## src/rtl/cpu_if_stage_pkg.sv

```systemverilog
// Shared constants and the F1 / IF/ID update selector for the instruction-fetch stage.
package cpu_if_stage_pkg;

  localparam int unsigned XLEN_DEF     = 32;
  localparam logic [31:0] RESET_PC_DEF = 32'h0000_0000;
  localparam logic [31:0] NOP_INSN     = 32'h0000_0013;

  typedef enum logic [1:0] {
    SLOT_HOLD  = 2'd0,
    SLOT_LOAD  = 2'd1,
    SLOT_FLUSH = 2'd2
  } slot_op_e;

  // Flush wins over stall for every pipeline register in the stage.
  function automatic slot_op_e slot_op(input logic flush, input logic stall);
    if (flush)       return SLOT_FLUSH;
    else if (!stall) return SLOT_LOAD;
    else             return SLOT_HOLD;
  endfunction

endpackage

```

## src/rtl/if_pc_gen.sv

```systemverilog
// PC register, redirect target selection and instruction-memory request issue.
module if_pc_gen
  import cpu_if_stage_pkg::*;
#(
  parameter int unsigned     XLEN     = XLEN_DEF,
  parameter logic [XLEN-1:0] RESET_PC = '0
) (
  input  logic            clk,
  input  logic            rst,
  input  logic            pc_stall,
  input  logic            jp_taken,
  input  logic [XLEN-1:0] jp_target,
  input  logic            rob_commit_br_taken,
  input  logic [XLEN-1:0] rob_commit_br_target,
  output logic            issue,
  output logic            redirect,
  output logic [XLEN-1:0] target,
  output logic            imem_rd_en,
  output logic [XLEN-1:0] imem_addr
);

  logic [XLEN-1:0] pc_q;

  // The committed branch is older than the decoder jump, so it takes priority.
  always_comb begin
    redirect   = rob_commit_br_taken | jp_taken;
    target     = rob_commit_br_taken ? rob_commit_br_target : jp_target;
    issue      = !rst && !pc_stall;
    imem_rd_en = issue;
    imem_addr  = redirect ? target : pc_q;
  end

  always_ff @(posedge clk) begin
    if (rst) begin
      pc_q <= RESET_PC;
    end else if (issue) begin
      pc_q <= imem_addr + XLEN'(4);
    end else if (redirect) begin
      pc_q <= target;
    end
  end

endmodule

```

## src/rtl/cpu_if_stage.sv

```systemverilog
// Instruction-fetch stage: PC generation, F1 response slot and IF/ID pipeline register.
module cpu_if_stage
  import cpu_if_stage_pkg::*;
#(
  parameter int unsigned     XLEN     = XLEN_DEF,
  parameter logic [XLEN-1:0] RESET_PC = XLEN'(RESET_PC_DEF)
) (
  input  logic            clk,
  input  logic            rst,
  input  logic            pc_stall,
  input  logic            if_stall,
  input  logic            if_flush,
  input  logic            jp_taken,
  input  logic [XLEN-1:0] jp_target,
  input  logic            rob_commit_br_taken,
  input  logic [XLEN-1:0] rob_commit_br_target,
  output logic            imem_rd_en,
  output logic [XLEN-1:0] imem_addr,
  input  logic [XLEN-1:0] imem_rd_data,
  output logic [XLEN-1:0] if_pc,
  output logic [XLEN-1:0] if_insn,
  output logic            if_valid
);

  logic            issue;
  logic            redirect;
  logic [XLEN-1:0] target;

  logic            f1_valid;
  logic [XLEN-1:0] f1_pc;
  logic            f1_fresh;
  logic [XLEN-1:0] f1_buf;
  logic [XLEN-1:0] f1_insn;
  slot_op_e        op;

  if_pc_gen #(
    .XLEN     (XLEN),
    .RESET_PC (RESET_PC)
  ) u_pc_gen (
    .clk                  (clk),
    .rst                  (rst),
    .pc_stall             (pc_stall),
    .jp_taken             (jp_taken),
    .jp_target            (jp_target),
    .rob_commit_br_taken  (rob_commit_br_taken),
    .rob_commit_br_target (rob_commit_br_target),
    .issue                (issue),
    .redirect             (redirect),
    .target               (target),
    .imem_rd_en           (imem_rd_en),
    .imem_addr            (imem_addr)
  );

  // Memory data is only valid the cycle after the request; longer stalls read the buffered copy.
  always_comb begin
    op      = slot_op(if_flush, if_stall);
    f1_insn = f1_fresh ? imem_rd_data : f1_buf;
  end

  always_ff @(posedge clk) begin
    if (rst) begin
      f1_valid <= 1'b0;
      f1_pc    <= '0;
      f1_fresh <= 1'b0;
      f1_buf   <= XLEN'(NOP_INSN);
      if_valid <= 1'b0;
      if_pc    <= '0;
      if_insn  <= XLEN'(NOP_INSN);
    end else begin
      if (f1_fresh) begin
        f1_buf <= imem_rd_data;
      end
      unique case (op)
        SLOT_FLUSH: begin
          f1_valid <= issue & redirect;
          f1_pc    <= target;
          f1_fresh <= issue & redirect;
          if_valid <= 1'b0;
        end
        SLOT_LOAD: begin
          f1_valid <= issue;
          f1_pc    <= imem_addr;
          f1_fresh <= issue;
          if_valid <= f1_valid;
          if_pc    <= f1_pc;
          if_insn  <= f1_insn;
        end
        default: begin
          f1_fresh <= 1'b0;
        end
      endcase
    end
  end

endmodule
```

## config.mk

```make
export PLATFORM = sky130hd
export DESIGN_NAME = cpu_if_stage
export DESIGN_NICKNAME = d
export VERILOG_FILES = /design/src/rtl/cpu_if_stage_pkg.sv /design/src/rtl/if_pc_gen.sv /design/src/rtl/cpu_if_stage.sv
export SDC_FILE = /design/constraint.sdc
export NUM_CORES = 1
export LEC_CHECK = 0
export BUFFER_PORTS_ARGS = -buffer_cell sky130_fd_sc_hd__buf_4
export CAP_MARGIN = 10
export CORE_MARGIN = 3
export CORE_UTILIZATION = 25
export CTS_CLUSTER_SIZE = 28
export DETAILED_ROUTE_END_ITERATION = 6
export PLACE_DENSITY_LB_ADDON = 0.3
export RECOVER_POWER = 25
export SLEW_MARGIN = 0
export SYNTH_ARGS = -nofsm -noshare
export SYNTH_HDL_FRONTEND = slang
export SYNTH_SLANG_ARGS = --single-unit
```

## constraint.sdc

```tcl
create_clock -name clk -period 4.92 [get_ports clk]
set_input_delay 0.492 -clock clk [delete_from_list [all_inputs] [get_ports clk]]
set_output_delay 0.492 -clock clk [all_outputs]
set_load 0.05 [all_outputs]
```

# Word-level counts from Yosys, hierarchy flattened
# Cells that the tools add are included.
# totals
ff_bits,163
out_inout_bits,98
wordCells,27
# classes
n_addsub,1
n_eq_ne,2
mux,10
n_bitwise,2
n_reduce_logical,4
# ops
cell,count
$mux W32,4
$pmux W32 S2,1
$add A32 B3 Y32 const B,1
$pmux W1 S2,3
$eq A2 B1 Y1 const B,1
$eq A2 B2 Y1 const B,1
$logic_not A1 Y1,2
$mux W2,1
$reduce_bool A2 Y1,1
$and A1 B1 Y1,1
$logic_and A1 B1 Y1,1
$mux W1,1
$or A1 B1 Y1,1

# Logic depth before layout (Yosys ltp)
# Gate-level depths: netlist of the first run.
# depth
ltp_word,4
mapped_depth,12

# By module
# A second synthesis of the first run with hierarchy kept.
# hier_totals
hier_cells,857
area_unflattened_um2,7912.6
# modules_own_cells
mod,n_inst,cells_per_inst,area_each_um2,seq_area_each_um2
cpu_if_stage,1,516,5306.3,2622.5
if_pc_gen,1,341,2606.2,640.6

# Least setup slack after synthesis of the first run
# Ideal clock, no wire load.
# synth_path
kind,input -> register
from,input port rob_commit_br_taken
to,register u_pc_gen.pc_q[31]
setup_time_ns,0.121
arrival_time_ns,3.282
t_required_ns,4.799
slack_ns,1.517
cell_stages,7
path_buffers,2
path_cell_list,buf_2 -> buf_2 -> o21ai_0 -> nand2_1 -> or4_4 -> nor4_1 -> mux2_2
# synth_via
elab_chain_len,4
elab_cells_between_ends,5
classes_between,add/sub (1); mux (3); bitwise (1)
# synth_lines
element,line_no,source
start: declaration,cpu_if_stage.sv:15,"input logic rob_commit_br_taken,"
$mux W32 / $or A1 B1 Y1 (equally long branches),"if_pc_gen.sv:27, if_pc_gen.sv:26",
$mux W32 (*),if_pc_gen.sv:30,imem_addr = redirect ? target : pc_q;
via imem_addr[29],cpu_if_stage.sv:18,"output logic [XLEN-1:0] imem_addr,"
$add A32 B3 Y32 (*),if_pc_gen.sv:37,pc_q <= imem_addr + XLEN'(4);
$mux W32 (*),if_pc_gen.sv:36,end else if (issue) begin
end signal: assignment,if_pc_gen.sv:37,
end signal: assignment,if_pc_gen.sv:39,pc_q <= target;
end: declaration,if_pc_gen.sv:22,logic [XLEN-1:0] pc_q;
# Mark *: on every way through the listed nets, which the timed path passes. The rest lies on a longest branch.
# A chain may end at the register's enable or synchronous reset.

# Final worst setup path of the first run
# layout_path
from,input port rob_commit_br_taken
to,output port imem_addr[30]
# layout_via
elab_chain_len,2
elab_cells_between_ends,3
classes_between,mux (2); bitwise (1)
# layout_lines
element,line_no
$mux W32 / $or A1 B1 Y1 (equally long branches),"if_pc_gen.sv:27, if_pc_gen.sv:26"
$mux W32 (*),if_pc_gen.sv:30
end: declaration,cpu_if_stage.sv:18
# Every way passes the cells marked *; elsewhere a longest branch is shown, timed or not.

==> run metrics, run 1 <==
min cycle time layout 2.84 ns; Cell Count, Final, Fillers Out between 1,000 and 1,500; Leak 0.00359 µW; clk buf depth 2; Crit Path Class in -> out; Avg Inst Size Synth between 8 and 9 µm²; Post-synth EDFFs 0; pin count of the biggest net entering global routing between 90 and 100; synthesized area between 0.007 and 0.008 mm²; largest family of logic cells by synthesized area simple AND/OR/NAND/NOR gates; CP max FO 90; CP arrival 2.35 ns; share of the synthesized area in the top cell type between 40% and 50%; H-tree Lvls 4; Routed met1 length around 10 mm; Seq cells post-synth 163; register area share after synthesis 44.9%; GRT Total Usage 14.5%; first-pass GRT wire length between 30 and 40 mm; die height ~180 µm; Cells after Synth about 840; CTS buffer count 17; commonest cells in the netlist dfxtp_1, nand2_1, nor2_1; met3 wire length around 1.1 mm; area leader, netlist dfxtp_1; compound-cell area share of the yosys netlist a little under a fifth; via-per-instance ratio roughly 4.6; Synth Area in XOR/XNOR ~1.2%; Vias approximately 6,400; final setup fails 0; Final Cycle Share between 50 and 60%; highest routed layer met4; CP max stage delay approximately 0.63 ns; Post-DRT Antenna Nets 0; final hold vios 0; share of layout cells above drive strength 1 about a fifth; clk sinks around 160; Overflow after GRT 0; DP Area 0.00898 mm²; pwr/cell area about 360 mW/mm²; worst slew pin tran between 1 and 1.5 ns; most common cell in the synthesized netlist dfxtp_1; routed wl met2 between 10 and 15 mm; Slew HR a little over a quarter; root buffer selected by CTS clkbuf_16; effective utilization at floorplan 25.7%; post-route setup TNS 0 ns; multiplexer share of the synthesized area under 10%; RSZ-0062 raised after global routing no; Ports roughly 200; Synth Area in Adders less than 1%; PortBufs 200; Synth warnings 0; Die ar. 0.0312 mm²; skew final ~0.012 ns; Synth area leaders dfxtp_1, mux2i_1, a211oi_1; FMAX 352 MHz; WP data required roughly 4.4 ns; CP Cell Sequence buf_4, or2_2, nor2_1, a21oi_1, buf_4; chip width 176 µm; Crit path top cell by count buf_4; initial antenna violation count 0; setup bufs post-CTS 0; Placed Cells about 1,400; vias in the first global route 6,283; CP Launch Type primary input; DRT Wirelength approximately 23 mm; initial drt markers between 300 and 400; Pre-Repair DR Iteration Count 4; nets between 1,000 and 1,500; design area 0.00932 mm²; async set or reset register ratio after synthesis 0%; synth unique cells 48; worst min path class in -> reg; Core Footprint 0.0282 mm²; max-slew violations 0; PostCTS Resize Cnt 0; GPL Wtd Cong between 0.7 and 0.8; outcome complete, no violations; worst skew pair latency approximately 0.43 ns; worst vdd ir roughly 200 µV; Setup crit end kind primary output; DR DRC count 0; Worst path slowest cell buf_4; Synth Area in Simple Gates between 20 and 25%; syn nets 946; CTS Hold Buffers Added 0; predominant post-synthesis flop cell dfxtp_1; area growth from synthesis to layout 28.3%; # Max-Cap Violations 0; Row Count approximately 60; CTS tree done; diodes inserted 0; post-DP HPWL around 16 mm; post-DR wirelength/cell around 16 µm; CTS clk-pin slew, worst paths ~0.070 ns
per-layer routing:
layer  GRT usage, %  up-vias
met4           4.48        0
met1           19.2     2985
met2           23.5      146
met3           3.35       27
met5              0        -
li1               -     3280
kinds of logic (layout without fill, tap and decap cells):
kind of cell | count (synthesis) | in the layout
simple gates | 311 | 311
compound gates | 194 | 194
mux | 69 | 69
fa+ha+maj | 1 | 1
buf+inv | 94 | 260
flops | 163 | 163
xor+xnor | 10 | 10
worst max-delay path: cells and delay by family:
family	cells	cell delay, ns
buffers and inverters	2	0.93
AND/OR/NAND/NOR	2	0.40
AO/OA/AOI/OAI	1	0.46
worst paths after layout:
path | from | end | slack, ns | cells past startpoint
worst min-delay path | pc_stall | f1_fresh$_SDFF_PP0_ | 0.31 | 2
worst max-delay path | rob_commit_br_taken | imem_addr[30] | 2.08 | 5
worst max register to register | u_pc_gen.pc_q[3]$_SDFF_PP0_ | u_pc_gen.pc_q[30]$_SDFF_PP0_ | 2.61 | 8
worst min register to register | f1_pc[21]$_SDFFE_PP0P_ | if_pc[21]$_SDFFE_PP0P_ | 0.46 | 2
sequential cells by signal, indices dropped and copies added, names as in the netlist:
register	cells
f1_fresh	1
f1_pc	32
f1_valid	1
f1_buf	32
if_valid	1
u_pc_gen.pc_q	32
if_pc	32
if_insn	32
power by group:
part	switching (µW)	internal, µW
sequential	37.9	1390
combinational	427	204
clock	650	682
total	1110	2280
per-stage QoR:
stage               hold slack (ns)  utilization (%)  power [µW]  setup slack, ns
global placement              0.446             31.8        2120             1.74
floorplan                     0.432                -        1900             1.52
global route                  0.308             33.0        3550             1.82
detailed placement            0.446             31.8        2120             1.69
CTS                           0.288             33.9        3460             2.05
finish                        0.311             33.0        3390             2.08
placed cells by master, fill, tap and decap left out, drive strengths merged, types with 30 or more instances in the layout:
| cell type | count |
|---|---|
| dfxtp | 163 |
| buf | 138 |
| nand2 | 111 |
| nor2 | 108 |
| clkbuf | 82 |
| mux2i | 66 |
| a211oi | 65 |
| a21oi | 48 |
| inv | 32 |
| nand2b | 30 |
layout make-up:
class | instances | area (µm²)
tap | 378 | 473
fill | 3037 | 18900
multi-input combinational | 585 | 3620
inverter | 25 | 98.8
sequential | 163 | 3260
timing repair buffer | 203 | 1280
clock inverter | 15 | 164
clock buffer | 17 | 425
Note: power is estimated with default switching activity, not from simulation.
==> inputs of run 2 (changes only) <==
clock period = 2.5 ns   (was 4.92 ns; I/O delays follow)
==> run 2 against run 1 <==
Core utilization rose by 2.0 points. Total power rose by 100%. Global-route usage rose by 0.46 points. Hold slack got worse by 0.24 ns. Via count rose by 3.7%. Clock skew rose by 0.0013 ns. Largest power group unchanged. Sequential share of layout area fell by 2.0 points. Flip-flop and latch count did not move.
==> run metrics, run 2 (synthesized netlist as in run 1, its figures left out) <==
most frequent cells in the layout buf_4, dfxtp_1, nand2_1; Leak 0.00395 µW (+10%); area growth from synthesis to layout 36.1%; final setup margin 0.293 ns (-1.79 ns); DRT Wirelength 23.8 mm (+4.4%); PostCTS Resize Cnt 0 (unchanged); min cycle time layout about 2.2 ns; Slew HR 12.9% (-14 points); post-DR wirelength/cell 16.6 µm (+0.59%); clk buf depth 2 (unchanged); # Max-Cap Violations 0 (unchanged); die height 176 µm (unchanged); CP max FO 5 (-94%); initial antenna violation count 1 (+1); Core Footprint 0.0282 mm² (unchanged); outcome complete, no violations; buffers and inverters on the worst path 1 (-1); WP data required 2.81 ns (-1.62 ns); DR DRC count 0 (unchanged); setup bufs post-CTS 0 (unchanged); Place WS -0.0531 ns (-1.75 ns); CTS Hold Buffers Added 0 (unchanged); nets 1,151 (+4.7%); CP arrival 2.52 ns (+0.17 ns); initial drt markers 340 (-3.4%); CP Cell Sequence mux2i_1, o21a_1, inv_6, nand4_4, or4_4, nor4_1, mux2_2; worst vdd ir 429 µV (+110%); RSZ-0062 raised after global routing no; final setup fails 0 (unchanged); worst skew pair latency 0.43 ns (about the same); Ports 201 (unchanged); Placed Cells 1,406 (+3.8%); GRT Total Usage 15.0% (+0.46 points); first-pass GRT wire length 36.6 mm (+3.1%); vias in the first global route 6,475 (+3.1%); max-slew violations 0 (unchanged); PortBufs 200 (unchanged); CP max stage delay 0.51 ns (-0.12 ns); FMAX around 450 MHz; GPL Wtd Cong 0.792 (+3.0%); final hold vios 0 (unchanged); share of layout cells above drive strength 1 25.6% (+6.7 points); Crit Path Class reg -> reg; via-per-instance ratio 4.64 (about the same); Post-DRT Antenna Nets 0 (unchanged); skew final 0.0137 ns (+0.00128 ns); root buffer selected by CTS clkbuf_16; Row Count 61 (unchanged); pin count of the biggest net entering global routing 161 (+77%); Die ar. 0.0312 mm² (unchanged); Worst path slowest cell or4_4; pwr/cell area 692 mW/mm² (+90%); CTS buffer count 17 (unchanged); effective utilization at floorplan 25.7% (unchanged); diodes inserted 0 (unchanged); post-route setup TNS 0 ns (unchanged); Final Cycle Share about nine tenths; CP Launch Type flop; CTS tree done; design area 0.00989 mm² (+6.1%); CTS clk-pin slew, worst paths 0.07 ns (about the same); DP Area 0.00948 mm² (+5.6%); worst slew pin tran 1.31 ns (+0.210 ns); Cell Count, Final, Fillers Out 1,438 (+3.8%); post-DP HPWL 16.9 mm (+6.1%); chip width 176 µm (unchanged); Setup crit end kind flop; clk sinks 163 (unchanged); Overflow after GRT 0 (unchanged); commonest non-fill, non-tap cell in the layout buf_4; Vias 6,673 (+3.7%); worst min path class in -> reg; Crit path max-delay family simple AND/OR/NAND/NOR gates; Pre-Repair DR Iteration Count 4 (unchanged); H-tree Lvls 4 (unchanged)
==> run 2: cell count changes in the layout (fill, tap and decap cells not counted), moves of 5 or more <==
cell / before / now
buf_4: 138 / 205
inv_6: 3 / 8
clkbuf_1: 65 / 44
o21ai_2: 0 / 5
buf_12: 0 / 5
==> run 2: worst reg2reg max path: cells and delay by family (launching register included) <==
kind	cells	cell delay, ns
AOI/OAI and AO/OA	1	0.27
muxes	2	0.43
DFF	1	0.31
buffers and inverters	1	0.10
and+or+nand+nor	3	0.98
==> run 2: final cells by class <==
| type | count | area, µm² |
|---|---|---|
| clock inverter | 15 | 163 |
| inverter | 25 | 103 |
| fill | 3002 | 18400 |
| timing repair buffer | 255 | 1810 |
| tap | 378 | 473 |
| multi-input combinational | 585 | 3650 |
| clock buffer | 17 | 425 |
| sequential | 163 | 3260 |
==> run 2: metal layers <==
| layer | wire length [µm] | global-route usage [%] | part of all wire, % |
|---|---|---|---|
| met2 | 11100 | 24.4 | 46 |
| met5 | 13 | 0 | 0.055 |
| met3 | 1340 | 3.25 | 5.6 |
| met4 | 140 | 3.08 | 0.59 |
| met1 | 11300 | 20.5 | 47 |
==> run 2: path summary, 6_finish.rpt <==
| kind | end | start | slack, ns | cells past startpoint |
|---|---|---|---|---|
| worst min-delay path | f1_buf[4]$_SDFF_PP1_ | imem_rd_data[4] | 0.07 | 3 |
| worst max register to register | u_pc_gen.pc_q[31]$_SDFF_PP0_ | u_pc_gen.pc_q[22]$_SDFF_PP0_ | 0.29 | 7 |
| worst min register to register | if_pc[5]$_SDFFE_PP0P_ | f1_pc[5]$_SDFFE_PP0P_ | 0.45 | 2 |
| worst max-delay path | u_pc_gen.pc_q[31]$_SDFF_PP0_ | u_pc_gen.pc_q[22]$_SDFF_PP0_ | 0.29 | 7 |
==> run 2: power by group <==
part | internal, µW | switching (µW)
clock network | 1420 | 1230
logic | 494 | 882
registers | 2740 | 70.9
==> run 2: through the flow <==
| stage | power [µW] | hold slack [ns] | util (%) |
|---|---|---|---|
| floorplan | 3750 | 0.399 | - |
| global placement | 4280 | 0.445 | 33.6 |
| detailed placement | 4290 | 0.448 | 33.6 |
| CTS | 6960 | 0.0557 | 35.6 |
| global route | 7150 | 0.0714 | 35.0 |
| finish | 6850 | 0.0689 | 35.0 |
